File: config.mk
export PLATFORM = sky130hd
export DESIGN_NAME = fetch_pc_unit
export DESIGN_NICKNAME = d
export VERILOG_FILES = /design/src/rtl/cpu_pkg.sv /design/src/rtl/fetch_pc_unit_pc_next_sel.sv /design/src/rtl/fetch_pc_unit.sv
export SDC_FILE = /design/constraint.sdc
export NUM_CORES = 1
export LEC_CHECK = 0
export ABC_AREA = 1
export CORE_MARGIN = 1
export CORE_UTILIZATION = 35
export CTS_BUF_LIST = sky130_fd_sc_hd__clkbuf_8
export CTS_CLUSTER_SIZE = 28
export DETAILED_ROUTE_END_ITERATION = 7
export PLACE_DENSITY = 0.59
export SETUP_SLACK_MARGIN = 0.4
export SYNTH_ARGS = -nofsm -noshare
export SYNTH_HDL_FRONTEND = slang
export SYNTH_SLANG_ARGS = --single-unit
File: constraint.sdc
create_clock -name clk -period 2.33 [get_ports clk]
set_input_delay 0.3495 -clock clk [delete_from_list [all_inputs] [get_ports clk]]
set_output_delay 0.3495 -clock clk [all_outputs]
set_load 0.05 [all_outputs]
File: src/rtl/cpu_pkg.sv
// Shared types and constants for the 16-bit core front end.
package cpu_pkg;

  localparam int PC_W = 16;
  localparam logic [PC_W-1:0] PC_STEP = 16'd2;

  typedef enum logic [1:0] {
    FETCH,
    ISSUE,
    DRAIN,
    HALT
  } fetch_state_t;

  function automatic logic [PC_W-1:0] align_pc(input logic [PC_W-1:0] addr);
    return {addr[PC_W-1:1], 1'b0};
  endfunction

endpackage

File: src/rtl/fetch_pc_unit_pc_next_sel.sv
// Next-PC selection: redirect target (word aligned) beats sequential advance, else hold.
module pc_next_sel
  import cpu_pkg::*;
(
  input  logic [PC_W-1:0] pc,
  input  logic            redirect_en,
  input  logic [PC_W-1:0] redirect_addr,
  input  logic            advance,
  output logic [PC_W-1:0] pc_next,
  output logic [PC_W-1:0] pc_plus_two
);

  assign pc_plus_two = pc + PC_STEP;

  always_comb begin
    pc_next = pc;
    if (redirect_en) begin
      pc_next = align_pc(redirect_addr);
    end else if (advance) begin
      pc_next = pc_plus_two;
    end
  end

endmodule

File: src/rtl/fetch_pc_unit.sv
// PC register and req/ack instruction-fetch stage feeding decode.
// Optional macro HALT_ON_SELF_JUMP_EN: a jump-to-self parks the unit in HALT until reset.
module fetch_pc_unit
  import cpu_pkg::*;
#(
  parameter logic [PC_W-1:0] RESET_PC = 16'h0000,
  parameter int              INSTR_W  = 16
) (
  input  logic               clk,
  input  logic               rst_n,
  output logic               imem_req,
  output logic [PC_W-1:0]    imem_addr,
  input  logic               imem_ack,
  input  logic [INSTR_W-1:0] imem_rdata,
  output logic               if_valid,
  input  logic               if_ready,
  output logic [INSTR_W-1:0] if_instr,
  output logic [PC_W-1:0]    if_pc_plus_two,
  input  logic               redirect_en,
  input  logic [PC_W-1:0]    redirect_addr,
  output logic               halted
);

  fetch_state_t       state_q, state_d;
  logic [PC_W-1:0]    pc_q, pc_d, pc_plus_two;
  logic [PC_W-1:0]    drain_addr_q, drain_addr_d;
  logic [PC_W-1:0]    if_ppt_q, if_ppt_d;
  logic [INSTR_W-1:0] if_instr_q, if_instr_d;
  logic               if_valid_q, if_valid_d;
  logic               imem_req_q, imem_req_d;
  logic               halt_pend_q, halt_pend_d;
  logic               ack_v, redir_v, advance, self_jump;

  // The request flop is low out of reset, so an ack is only meaningful once it is up.
  assign ack_v   = imem_ack & imem_req_q;
  assign redir_v = redirect_en & (state_q != HALT);

`ifdef HALT_ON_SELF_JUMP_EN
  assign self_jump = (align_pc(redirect_addr) == (if_ppt_q - PC_STEP));
  assign halted    = (state_q == HALT);
`else
  assign self_jump = 1'b0;
  assign halted    = 1'b0;
`endif

  pc_next_sel u_pc_next_sel (
    .pc            (pc_q),
    .redirect_en   (redir_v),
    .redirect_addr (redirect_addr),
    .advance       (advance),
    .pc_next       (pc_d),
    .pc_plus_two   (pc_plus_two)
  );

  always_comb begin
    // NOTE: every signal gets a default before the case so no path leaves it unassigned (no latches).
    state_d      = state_q;
    drain_addr_d = drain_addr_q;
    if_ppt_d     = if_ppt_q;
    if_instr_d   = if_instr_q;
    if_valid_d   = if_valid_q;
    halt_pend_d  = halt_pend_q;
    advance      = 1'b0;

    case (state_q)
      FETCH: begin
        if (redir_v) begin
          if_valid_d = 1'b0;
          if (imem_req_q && !ack_v) begin
            // Handshake in flight: keep the old address on the bus until it completes.
            state_d      = DRAIN;
            drain_addr_d = pc_q;
            halt_pend_d  = self_jump;
          end else begin
            state_d = self_jump ? HALT : FETCH;
          end
        end else if (ack_v) begin
          if_instr_d = imem_rdata;
          if_ppt_d   = pc_plus_two;
          if_valid_d = 1'b1;
          advance    = 1'b1;
          state_d    = ISSUE;
        end
      end
      ISSUE: begin
        if (redir_v) begin
          if_valid_d = 1'b0;
          state_d    = self_jump ? HALT : FETCH;
        end else if (if_ready) begin
          if_valid_d = 1'b0;
          state_d    = FETCH;
        end
      end
      DRAIN: begin
        if (redir_v) begin
          if_valid_d  = 1'b0;
          halt_pend_d = self_jump;
          if (ack_v) state_d = self_jump ? HALT : FETCH;
        end else if (ack_v) begin
          state_d = halt_pend_q ? HALT : FETCH;
        end
      end
      HALT: begin
        if_valid_d = 1'b0;
      end
      default: state_d = FETCH;
    endcase

    imem_req_d = (state_d == FETCH) || (state_d == DRAIN);
  end

  // NOTE: sequential state uses non-blocking assignments so all flops update together at the edge.
  always_ff @(posedge clk or negedge rst_n) begin
    if (!rst_n) begin
      state_q      <= FETCH;
      pc_q         <= RESET_PC;
      drain_addr_q <= RESET_PC;
      if_ppt_q     <= '0;
      if_instr_q   <= '0;
      if_valid_q   <= 1'b0;
      imem_req_q   <= 1'b0;
      halt_pend_q  <= 1'b0;
    end else begin
      state_q      <= state_d;
      pc_q         <= pc_d;
      drain_addr_q <= drain_addr_d;
      if_ppt_q     <= if_ppt_d;
      if_instr_q   <= if_instr_d;
      if_valid_q   <= if_valid_d;
      imem_req_q   <= imem_req_d;
      halt_pend_q  <= halt_pend_d;
    end
  end

  assign imem_req       = imem_req_q;
  assign imem_addr      = (state_q == DRAIN) ? drain_addr_q : pc_q;
  assign if_valid       = if_valid_q;
  assign if_instr       = if_instr_q;
  assign if_pc_plus_two = if_ppt_q;

endmodule

---- Word level (Yosys, flattened, before mapping) ----
Index checks and enable logic that the tools add are counted.
operators by class
  reductions and logical operators ........ 11
  add/sub/neg operators ................... 1
  mux-type cells .......................... 25
  equal/unequal tests ..................... 10
  bitwise operators ....................... 3
operators with widths
  kind                     number
  $mux W16                 3
  $mux W2                  9
  $add A16 B2 Y16 const B  1
  $mux W1                  10
  $reduce_and A3 Y1        3
  $ne A2 B2 Y1 const B     4
  $eq A2 B2 Y1 const B     3
  $ne A3 B3 Y1 const B     2
  $pmux W2 S3              1
  $logic_not A2 Y1         2
  $pmux W1 S4              1
  $reduce_and A4 Y1        1
  $reduce_bool A2 Y1       2
  $and A1 B1 Y1            2
  $eq A2 B1 Y1 const B     1
  $pmux W1 S2              1
  $logic_and A1 B1 Y1      1
  $logic_not A1 Y1         1
  $logic_or A1 B1 Y1       1
  $not A1 Y1               1
word-level totals
  logic and storage cells ................. 58
  bits of input ports ..................... 37
  output and inout bits ................... 51
  register bits after elaboration ......... 69

---- Logic depth before layout (Yosys ltp) ----
Gate-level depths: netlist (run 1).
  depth after elaboration ................. 8
  gate-level depth with buffers ........... 8
  gate-level depth less buffers ........... 7

---- Cells and area by module ----
From an unflattened synthesis (run 1), not the netlist that was laid out.
second synthesis, totals
  cells, all modules ...................... 443
  area, all modules ....................... 3,378.2 um^2
by module, submodules not included
  module         sequential area each (um^2)  cells each  area an instance (um^2)  instances
  fetch_pc_unit  1,701.6                      287         2,645.0                  1
  pc_next_sel    0.0                          156         733.2                    1

---- Worst setup path before layout (run 1) ----
Ideal clock, no wire load.
  path kind ............................... register -> output
  start point ............................. register state_q[1]
  end point ............................... output imem_addr[15]
  stages on the path, launching flop included .. 5
  data required time ...................... 1.980 ns
  arrival time ............................ 1.813 ns
  path slack .............................. 0.167 ns
  path buffers ............................ 1
  cells stage by stage .................... dfrtp_1 -> inv_1 -> nor2_1 -> buf_2 -> o21ai_0
on the way
  longest elaborated chain between the ends .. 2
ends and longest elaborated chain
  what                    RTL line              text
  from (decl)             fetch_pc_unit.sv:24   fetch_state_t state_q, state_d;
  from (signal assigned)  fetch_pc_unit.sv:124  state_q <= state_d;
  $eq A2 B2 Y1            fetch_pc_unit.sv:136  assign imem_addr = (state_q == DRAIN) ? drain_addr_q : pc_q;
  $mux W16                fetch_pc_unit.sv:136
  to (decl)               fetch_pc_unit.sv:12   output logic [PC_W-1:0] imem_addr,
Every way passes these cells.

---- Worst setup path after layout (run 1) ----
  start point ............................. register if_ppt_q[7] (netlist: if_pc_plus_two[7])
  end point ............................... output if_pc_plus_two[7]
RTL lines
  what                    RTL line              text
  from (decl)             fetch_pc_unit.sv:27   logic [PC_W-1:0] if_ppt_q, if_ppt_d;
  from (signal assigned)  fetch_pc_unit.sv:127  if_ppt_q <= if_ppt_d;
  to (decl)               fetch_pc_unit.sv:18   output logic [PC_W-1:0] if_pc_plus_two,
No word-level cell between the ends.

==> results of run 1 <==
[synth_stat cells, drive strengths merged]
| master | instances | area (um2) |
|---|---|---|
| nor2 | 14 | 86.34 |
| nand4 | 7 | 58.81 |
| buf | 17 | 147.7 |
| nand3 | 39 | 225.2 |
| nand3b | 1 | 7.510 |
| dfrtp | 65 | 1627 |
| nand2 | 180 | 693.2 |
| o211ai | 1 | 7.510 |
| conb | 1 | 3.750 |
| or2 | 1 | 6.260 |
| o21ai | 34 | 170.2 |
| ha | 1 | 12.51 |
| inv | 32 | 122.6 |
[cells by family after synthesis]
family / count (synthesis) / synth area share, %
AOI/OAI and AO/OA: 35 / 5.608
adders and majority gates: 1 / 0.3949
buffers and inverters: 49 / 8.531
DFF: 65 / 51.34
other: 1 / 0.1184
and+or+nand+nor: 242 / 34.01
[state kept, by name, indices dropped and copies added, names as in the netlist]
name	cells
if_instr	16
drain_addr_q	15
if_pc_plus_two	15
pc_q	15
state_q	2
if_valid	1
imem_req	1
[layout make-up]
cell class / instances / area [um2] / share of cell area (%)
sequential: 65 / 1628 / 36.47
clock buffer: 10 / 137.6 / 3.084
tap: 108 / 135.1 / 3.028
clock inverter: 6 / 57.56 / 1.290
inverter: 32 / 122.6 / 2.747
timing repair buffer: 92 / 1081 / 24.22
multi-input combinational: 281 / 1301 / 29.16
[metal layers]
metal / GRT usage (%) / part of all wire (%) / vias to the layer above
met5: 0 / 0 / -
met4: 7.003 / 1.7 / 0
met3: 5.971 / 8.4 / 12
met2: 27.36 / 44 / 99
met1: 21.81 / 46 / 1291
li1: - / - / 1413
[path summary, 6_finish.rpt]
| kind | cells past startpoint | startpoint | slack [ns] | end |
|---|---|---|---|---|
| setup reg to reg | 7 | state_q[0] | 0.75 | drain_addr_q[11] |
| hold / removal | 1 | rst_n | 0.005 | drain_addr_q[12] |
| min in group clk | 2 | if_instr[11] | 0.47 | if_instr[11] |
| setup / recovery | 1 | if_pc_plus_two[7] | 0.46 | if_pc_plus_two[7] |
| max in group asynchronous | 2 | rst_n | 1.69 | if_pc_plus_two[8] |
| hold reg to reg | 2 | if_instr[11] | 0.47 | if_instr[11] |
[power by group]
group / switching [W] / leakage, nW / internal, W
Clock: 0.000429 / 0.102 / 0.000515
Sequential: 0.000335 / 0.811 / 0.00161
Combinational: 0.00262 / 1.31 / 0.00154
[per-stage QoR]
stage	power (W)	hold slack (ns)	worst slack (ns)	util, %	std cells
floorplan	0.004460	0.05391	0.1675	-	395
global placement	0.005975	0.3881	0.5092	48.03	575
detailed placement	0.006025	0.3847	0.5164	48.03	575
CTS	0.007069	0.007554	0.4039	50.60	593
global route	0.007499	0.04021	0.4077	50.93	594
finish	0.007055	0.004841	0.4632	50.93	594
[repair_timing]
action,CTS,global route
gates cloned,1,0
gates resized for setup,14,10
setup endpoints to repair,16,16
buffers inserted,1,1
==> impl_metrics.json, run 1 <==
{
  "status": "finished, final reports clean",
  "power.leakage_nw": 2.226,
  "place_area_mm2": 0.004209,
  "die_y_um": 97.14,
  "layout_min_cycle_time_ns": 1.867,
  "cp_cell_sequence": "clkdlybuf4s50_1",
  "core-area_mm2": 0.008763,
  "htreeDepth": 3,
  "root_buffer": "clkbuf_8",
  "cts_sinks": 65,
  "yosys_warnings": 0,
  "mostFrequentLayoutCells": "nand2_1 (177), clkdlybuf4s50_1 (65), dfrtp_1 (64)",
  "grt_pass1_wl_mm": 13.25,
  "dr_total_vias": 2815,
  "first_pass_iters": 4,
  "layout-drive-gt1-share_pct": 12.96,
  "grt_overflow_total": 0,
  "grt_pass1_vias": 2847,
  "crit_required_ns": 1.98,
  "gp_congestion": 0.7886,
  "criticalPathCategory": "reg -> out",
  "syn_inst": 393,
  "drtAntennaViolNets": 0,
  "dpl.hpwl_mm": 5.375,
  "cp_max_fo": 2,
  "fmax_ghz": 0.5357,
  "rsz0062_at_grt": "no",
  "row_count": 34,
  "finalHoldViolCount": 0,
  "worstSkewPairLatency_ns": 0.34,
  "design_area_mm2": 0.004463,
  "synth.distinct_cells": 24,
  "setup_tns_ns": 0,
  "die_w_um": 97.14,
  "finalCritPeriodShare_pct": 80.12,
  "synthToLayoutAreaGrowth_pct": 40.88,
  "peakVddDrop_mv": 0.6407,
  "io_buffer_count": 83,
  "cts_buffer_depth": 2,
  "finalWirelength_mm": 7.649,
  "final_nets": 519,
  "slew_violations": 0,
  "syn_area_per_cell_um2": 8.061,
  "wire_per_inst_um": 12.88,
  "max_stage_delay_ns": 0.81,
  "power.density_mw_per_mm2": 1581,
  "n_antenna_cell": 0,
  "drtIter0Drc": 136,
  "setup_viol": 0,
  "viasPerCell": 4.739,
  "io-pin-count": 88,
  "initial_core_util_pct": 36.15,
  "cp.arrival_ns": 1.52,
  "ctsHoldBuffers": 0,
  "drv_cap": 0,
  "path_buf_inv": 1,
  "seq_area_frac_synth_pct": 51.34,
  "grt_usage_pct": 17.37,
  "grt_max_degree": 42,
  "hold_class": "in -> async",
  "final_common_cell": "nand2_1",
  "relSlewSlack_pct": 60.80,
  "critical_path.top_delay_family": "buffers and inverters",
  "crit_slowest_cell": "clkdlybuf4s50_1",
  "grt_antenna_before_repair": 0,
  "synth_area_mm2": 0.003168,
  "crit_path_start_kind": "flip-flop",
  "synth_seq_cells": 65,
  "die_area_mm2": 0.009436,
  "drc": 0,
  "cts_made_buffers": 9,
  "fin_worst_skew_ns": 0.007961,
  "crit_path_end_kind": "output pin",
  "cts_tree": "done",
  "path_clk_slew_ns": 0.07,
  "fill_cells": 857,
  "tightest_slew_ns": 0.5880
}
(Power assumes the default switching activity.)
==> inputs of run 2 (changes only) <==
Clock period 2.33 ns to 1.8 ns, I/O delays scaled along.
==> run 2 against run 1 <==
Critical path type unchanged. The run now ends with setup timing left. Combinational power rose by 66%. Setup slack got worse by 0.46 ns. Via count rose by 10%.
==> impl_metrics.json, run 2 (synthesized netlist as in run 1, its figures left out) <==
{
  "cp.arrival_ns": 1.53,
  "setup_slack_ns": -0.001367,
  "dpl.hpwl_mm": 5.314,
  "grt_max_degree": 39,
  "drc": 0,
  "crit_required_ns": 1.53,
  "crit_slowest_cell": "dfrtp_1",
  "fmax_ghz": 0.5551,
  "cts_buffer_depth": 2,
  "final_nets": 556,
  "grt_antenna_before_repair": 0,
  "criticalPathCategory": "reg -> out",
  "io-pin-count": 88,
  "gp_congestion": 0.8283,
  "grt_pass1_wl_mm": 13.65,
  "critical_path.top_delay_family": "buffers and inverters",
  "dr_total_vias": 3109,
  "timing.rr.start": "state_q[0]",
  "cp_cell_sequence": "inv_2 > nor2_4 > buf_12 > buf_16 > o21ai_4 > buf_12",
  "first_pass_iters": 4,
  "r2r_cells": 10,
  "grt_usage_pct": 17.94,
  "layout_min_cycle_time_ns": 1.801,
  "viasPerCell": 4.927,
  "final_common_cell": "nand2_1",
  "max_stage_delay_ns": 0.41,
  "io_buffer_count": 83,
  "worstSkewPairLatency_ns": 0.34,
  "n_antenna_cell": 0,
  "reg2reg_slack_ns": 0.08,
  "fill_cells": 738,
  "die_w_um": 97.14,
  "crit_path_end_kind": "output pin",
  "mostFrequentLayoutCells": "nand2_1 (127), dfrtp_1 (63), nand2_2 (46)",
  "finalHoldViolCount": 0,
  "row_count": 34,
  "htreeDepth": 3,
  "status": "finished, violations left",
  "root_buffer": "clkbuf_8",
  "finalNonFillerCells": 631,
  "initial_core_util_pct": 36.15,
  "die_y_um": 97.14,
  "violations": "setup timing",
  "die_area_mm2": 0.009436,
  "power.leakage_nw": 2.635,
  "wire_per_inst_um": 15.32,
  "fin_worst_skew_ns": 0.008741,
  "layout-drive-gt1-share_pct": 40.73,
  "setup_viol": 1,
  "peakVddDrop_mv": 0.9582,
  "drtAntennaViolNets": 0,
  "power.density_mw_per_mm2": 1947,
  "cts_tree": "done",
  "grt_overflow_total": 0,
  "dp_slack_ns": 0.07591,
  "finalCritPeriodShare_pct": 100.1,
  "dp_cells": 576,
  "grt_pass1_vias": 2886,
  "cts_sinks": 65,
  "hold_class": "in -> async",
  "core-area_mm2": 0.008763,
  "cp_max_fo": 15,
  "slew_violations": 0,
  "path_buf_inv": 4,
  "rsz0062_at_grt": "yes",
  "crit_top_cell": "buf_12",
  "synthToLayoutAreaGrowth_pct": 74.05,
  "crit_path_start_kind": "flip-flop",
  "cts_made_buffers": 9,
  "power_w": 0.01074,
  "finalWirelength_mm": 9.665,
  "largest_reg_flops": 16,
  "drv_cap": 0,
  "path_clk_slew_ns": 0.08,
  "drtIter0Drc": 217,
  "r2r_end": "if_pc_plus_two[12]",
  "post-route-util_pct": 62.92
}
==> run 2: cell types whose count changed in the layout (fill, tap and decap cells not counted), moves of 9 or more <==
| cell | before | now |
|---|---|---|
| nand3_4 | 0 | 13 |
| o21ai_1 | 26 | 13 |
| clkdlybuf4s50_1 | 65 | 34 |
| clkdlybuf4s15_2 | 0 | 13 |
| nand3_1 | 33 | 19 |
| buf_4 | 5 | 32 |
| nand2_1 | 177 | 127 |
| o21ai_4 | 0 | 15 |
| nand2_2 | 1 | 46 |
| buf_6 | 1 | 10 |
==> run 2: what timing repair did <==
item | CTS | global route
hold endpoints to repair | 4 | 0
setup buffers | 9 | 17
gates cloned | 2 | 10
hold buffers | 1 | 0
endpoints found under the setup margin | 46 | 75
gates resized for setup | 67 | 108
pin swaps | 1 | 32
==> run 2: per-layer routing <==
layer	GRT usage, %	routed length, um	up-vias
li1	-	-	1481
met1	23.70	4226	1500
met2	28.06	4633	111
met3	5.612	647	17
met4	5.626	157	0
met5	0	0	-
==> run 2: final cells by class <==
class / instances / area, um2 / share of cell area [%]
clock inverters: 7 / 71.32 / 1.293
clock buffers: 9 / 123.9 / 2.246
multi-input cells: 282 / 1822 / 33.04
repair buffers: 128 / 1600 / 29.02
flip-flops and latches: 65 / 1629 / 29.54
inverters: 32 / 132.6 / 2.405
well taps: 108 / 135.1 / 2.451
==> run 2: worst register-to-register path, delay by kind of cell (launching register included) <==
family	cells	cell delay, ns
buf+inv	5	0.69
flops	1	0.43
simple gates	5	0.56
==> run 2: how the worst max path moves through the flow <==
stage | depth (start not counted) | slack [ns] | startpoint | to
2_1_floorplan | 4 | 0.31 | state_q[1] | imem_addr[10]
3_3_place_gp | 7 | 0.10 | redirect_en | drain_addr_q[1]
3_5_place_dp | 8 | 0.08 | redirect_en | pc_q[8]
4_1_cts | 7 | 0.03 | state_q[1] | imem_addr[1]
5_1_grt | 6 | -0.03 | state_q[0] | imem_addr[11]
6_report | 6 | -0.001 | state_q[1] | imem_addr[11]
==> run 2: through the flow <==
step	hold slack (ns)	TNS [ns]	area, um2
5_1_grt	0.3083	-0.3401	5514
2_1_floorplan	-0.02559	0	3248
6_report	0.2787	-0.001367	5514
4_1_cts	0.2886	0	4761
3_3_place_gp	0.1046	0	4287
3_5_place_dp	0.09940	0	4287
==> run 2: power by group <==
group	switching (W)	internal, W	total (W)	leakage, nW
Clock	0.000594	0.000636	0.00123	0.0912
Combinational	0.00410	0.00283	0.00693	1.73
Sequential	0.000494	0.00208	0.00258	0.811
Total	0.00519	0.00555	0.0107	2.64
==> inputs of run 3 (changes only) <==
Settings changed: CELL_PAD_IN_SITES_DETAIL_PLACEMENT set to 1, CELL_PAD_IN_SITES_GLOBAL_PLACEMENT set to 1, PLACE_DENSITY 0.59 to 0.78.
==> run 3 against run 2 <==
The flow still finishes with violations (setup timing). Sequential cell count stayed put. Global-route usage increased by 7.7 points. Cell area is 1.4% higher. Fmax fell by 1.4%. Power rose by 3.2%. Wire length up 32%. Clock skew fell by 0.0012 ns. Utilization rose by 0.86 points. Register-to-register slack got worse by 0.04 ns. Via count increased by 6.5%. Clock power fell by 12%.
==> impl_metrics.json, run 3 (synthesized netlist as in run 1, its figures left out) <==
{
  "path_buf_inv": 4,
  "htreeDepth": 3,
  "grt_max_degree": 66,
  "cp_max_fo": 8,
  "timing.rr.start": "state_q[1]",
  "root_buffer": "clkbuf_8",
  "initial_core_util_pct": 36.15,
  "hold_class": "in -> async",
  "layout-drive-gt1-share_pct": 44.76,
  "dpl.hpwl_mm": 5.965,
  "worstSkewPairLatency_ns": 0.36,
  "path_clk_slew_ns": 0.07,
  "setup_slack_ns": -0.02758,
  "crit_path_start_kind": "flip-flop",
  "crit_path_end_kind": "output pin",
  "max_stage_delay_ns": 0.42,
  "layout_min_cycle_time_ns": 1.828,
  "cp.arrival_ns": 1.56,
  "n_antenna_cell": 0,
  "fill_cells": 953,
  "finalWirelength_mm": 12.73,
  "r2r_cells": 9,
  "dr_total_vias": 3310,
  "cts_made_buffers": 9,
  "grt_pass1_vias": 3578,
  "peakVddDrop_mv": 0.9679,
  "drc": 0,
  "finalHoldViolCount": 0,
  "power.leakage_nw": 2.704,
  "cp_cell_sequence": "inv_2 > nor2_4 > buf_12 > buf_16 > o21ai_4 > buf_12",
  "finalHoldWorstSlack_ns": 0.4364,
  "setup_viol": 2,
  "cts_buffer_depth": 2,
  "status": "finished, violations left",
  "r2r_end": "if_instr[10]",
  "viasPerCell": 5.229,
  "critical_path.top_delay_family": "buffers and inverters",
  "grt_antenna_before_repair": 0,
  "die_w_um": 97.14,
  "die_area_mm2": 0.009436,
  "grt_pass1_wl_mm": 18.78,
  "gp_congestion": 0.7769,
  "grt_overflow_total": 0,
  "row_count": 34,
  "first_pass_iters": 4,
  "synthToLayoutAreaGrowth_pct": 76.42,
  "slew_violations": 0,
  "crit_required_ns": 1.53,
  "dp_cells": 577,
  "cts_sinks": 65,
  "cts_tree": "done",
  "finalCritPeriodShare_pct": 101.5,
  "grt_usage_pct": 25.63,
  "mostFrequentLayoutCells": "nand2_1 (120), dfrtp_1 (62), nand2_2 (38)",
  "wire_per_inst_um": 20.11,
  "final_nets": 559,
  "io-pin-count": 88,
  "crit_top_cell": "buf_12",
  "drv_cap": 0,
  "drtIter0Drc": 118,
  "power.density_mw_per_mm2": 1983,
  "finalNonFillerCells": 633,
  "fin_worst_skew_ns": 0.007589,
  "drtAntennaViolNets": 0,
  "largest_reg_flops": 16,
  "core-area_mm2": 0.008763,
  "fmax_ghz": 0.5472,
  "final_common_cell": "nand2_1",
  "criticalPathCategory": "reg -> out",
  "die_y_um": 97.14,
  "violations": "setup timing",
  "rsz0062_at_grt": "yes",
  "reg2reg_slack_ns": 0.04,
  "io_buffer_count": 83,
  "crit_slowest_cell": "dfrtp_2"
}
[run 3: cell types whose count changed in the layout (fill, tap and decap cells not counted), sizes merged]
cell / previous run / this run
clkdlybuf4s15: 13 / 9
clkinvlp: 3 / 0
buf: 71 / 80
clkdlybuf4s18: 3 / 2
bufinv: 1 / 0
inv: 31 / 33
[run 3: worst max path at each step]
stage | to | slack (ns) | cells past startpoint | startpoint
floorplan | imem_addr[10] | 0.31 | 4 | state_q[1]
global placement | if_instr[2] | 0.05 | 6 | imem_ack
detailed placement | if_instr[15] | 0.02 | 7 | redirect_en
CTS | imem_addr[15] | 0.02 | 6 | state_q[1]
global route | imem_addr[14] | -0.06 | 5 | state_q[0]
finish | imem_addr[14] | -0.03 | 6 | state_q[1]
[run 3: cell type report]
class	instances	area [um2]	area share (%)
Clock inverter	5	23.77	0.4253
Multi-Input combinational cell	282	1867	33.40
Timing Repair Buffer	131	1668	29.84
Inverter	32	127.6	2.283
Sequential cell	65	1630	29.17
Clock buffer	10	137.6	2.463
Tap cell	108	135.1	2.418
[run 3: worst register-to-register path, cell delays in order (launching register included)]
cell and delay [ns]:
dfrtp_2 0.42, buf_4 0.14, buf_6 0.12, nor2_4 0.14
nand4_1 0.22, buf_6 0.23, buf_6 0.12, clkbuf_16 0.14
nand2_1 0.05, nand2_1 0.06
[run 3: layer usage]
| metal | vias up | track usage, % | part of all wire (%) |
|---|---|---|---|
| li1 | 1496 | - | - |
| met5 | - | 0 | 0 |
| met4 | 0 | 12.63 | 3.8 |
| met2 | 107 | 44.20 | 53 |
| met3 | 38 | 5.755 | 4.1 |
| met1 | 1669 | 29.96 | 39 |
[run 3: repair_timing]
| item | CTS | global route |
|---|---|---|
| hold buffers | 1 | 0 |
| pin swaps | 21 | 26 |
| hold endpoints to repair | 65 | 0 |
| buffers inserted | 21 | 9 |
| cloned | 7 | 3 |
| resized for setup | 114 | 113 |
| setup endpoints to repair | 81 | 80 |
[run 3: metrics by stage]
step	total power, W	area (um2)	utilization [%]	setup TNS, ns	setup slack [ns]
2_1_floorplan	0.005961	3248	-	0	0.3114
3_3_place_gp	0.007936	4282	48.86	0	0.04729
3_5_place_dp	0.008078	4282	48.86	0	0.02462
4_1_cts	0.01005	5089	58.07	0	0.02389
5_1_grt	0.01156	5589	63.78	-0.1921	-0.05952
6_report	0.01108	5589	63.78	-0.03139	-0.02758
[run 3: power breakdown]
part | switching (W) | total, W | internal [W]
clock | 0.000563 | 0.00108 | 0.000514
combinational | 0.00430 | 0.00726 | 0.00296
sequential | 0.000661 | 0.00275 | 0.00209
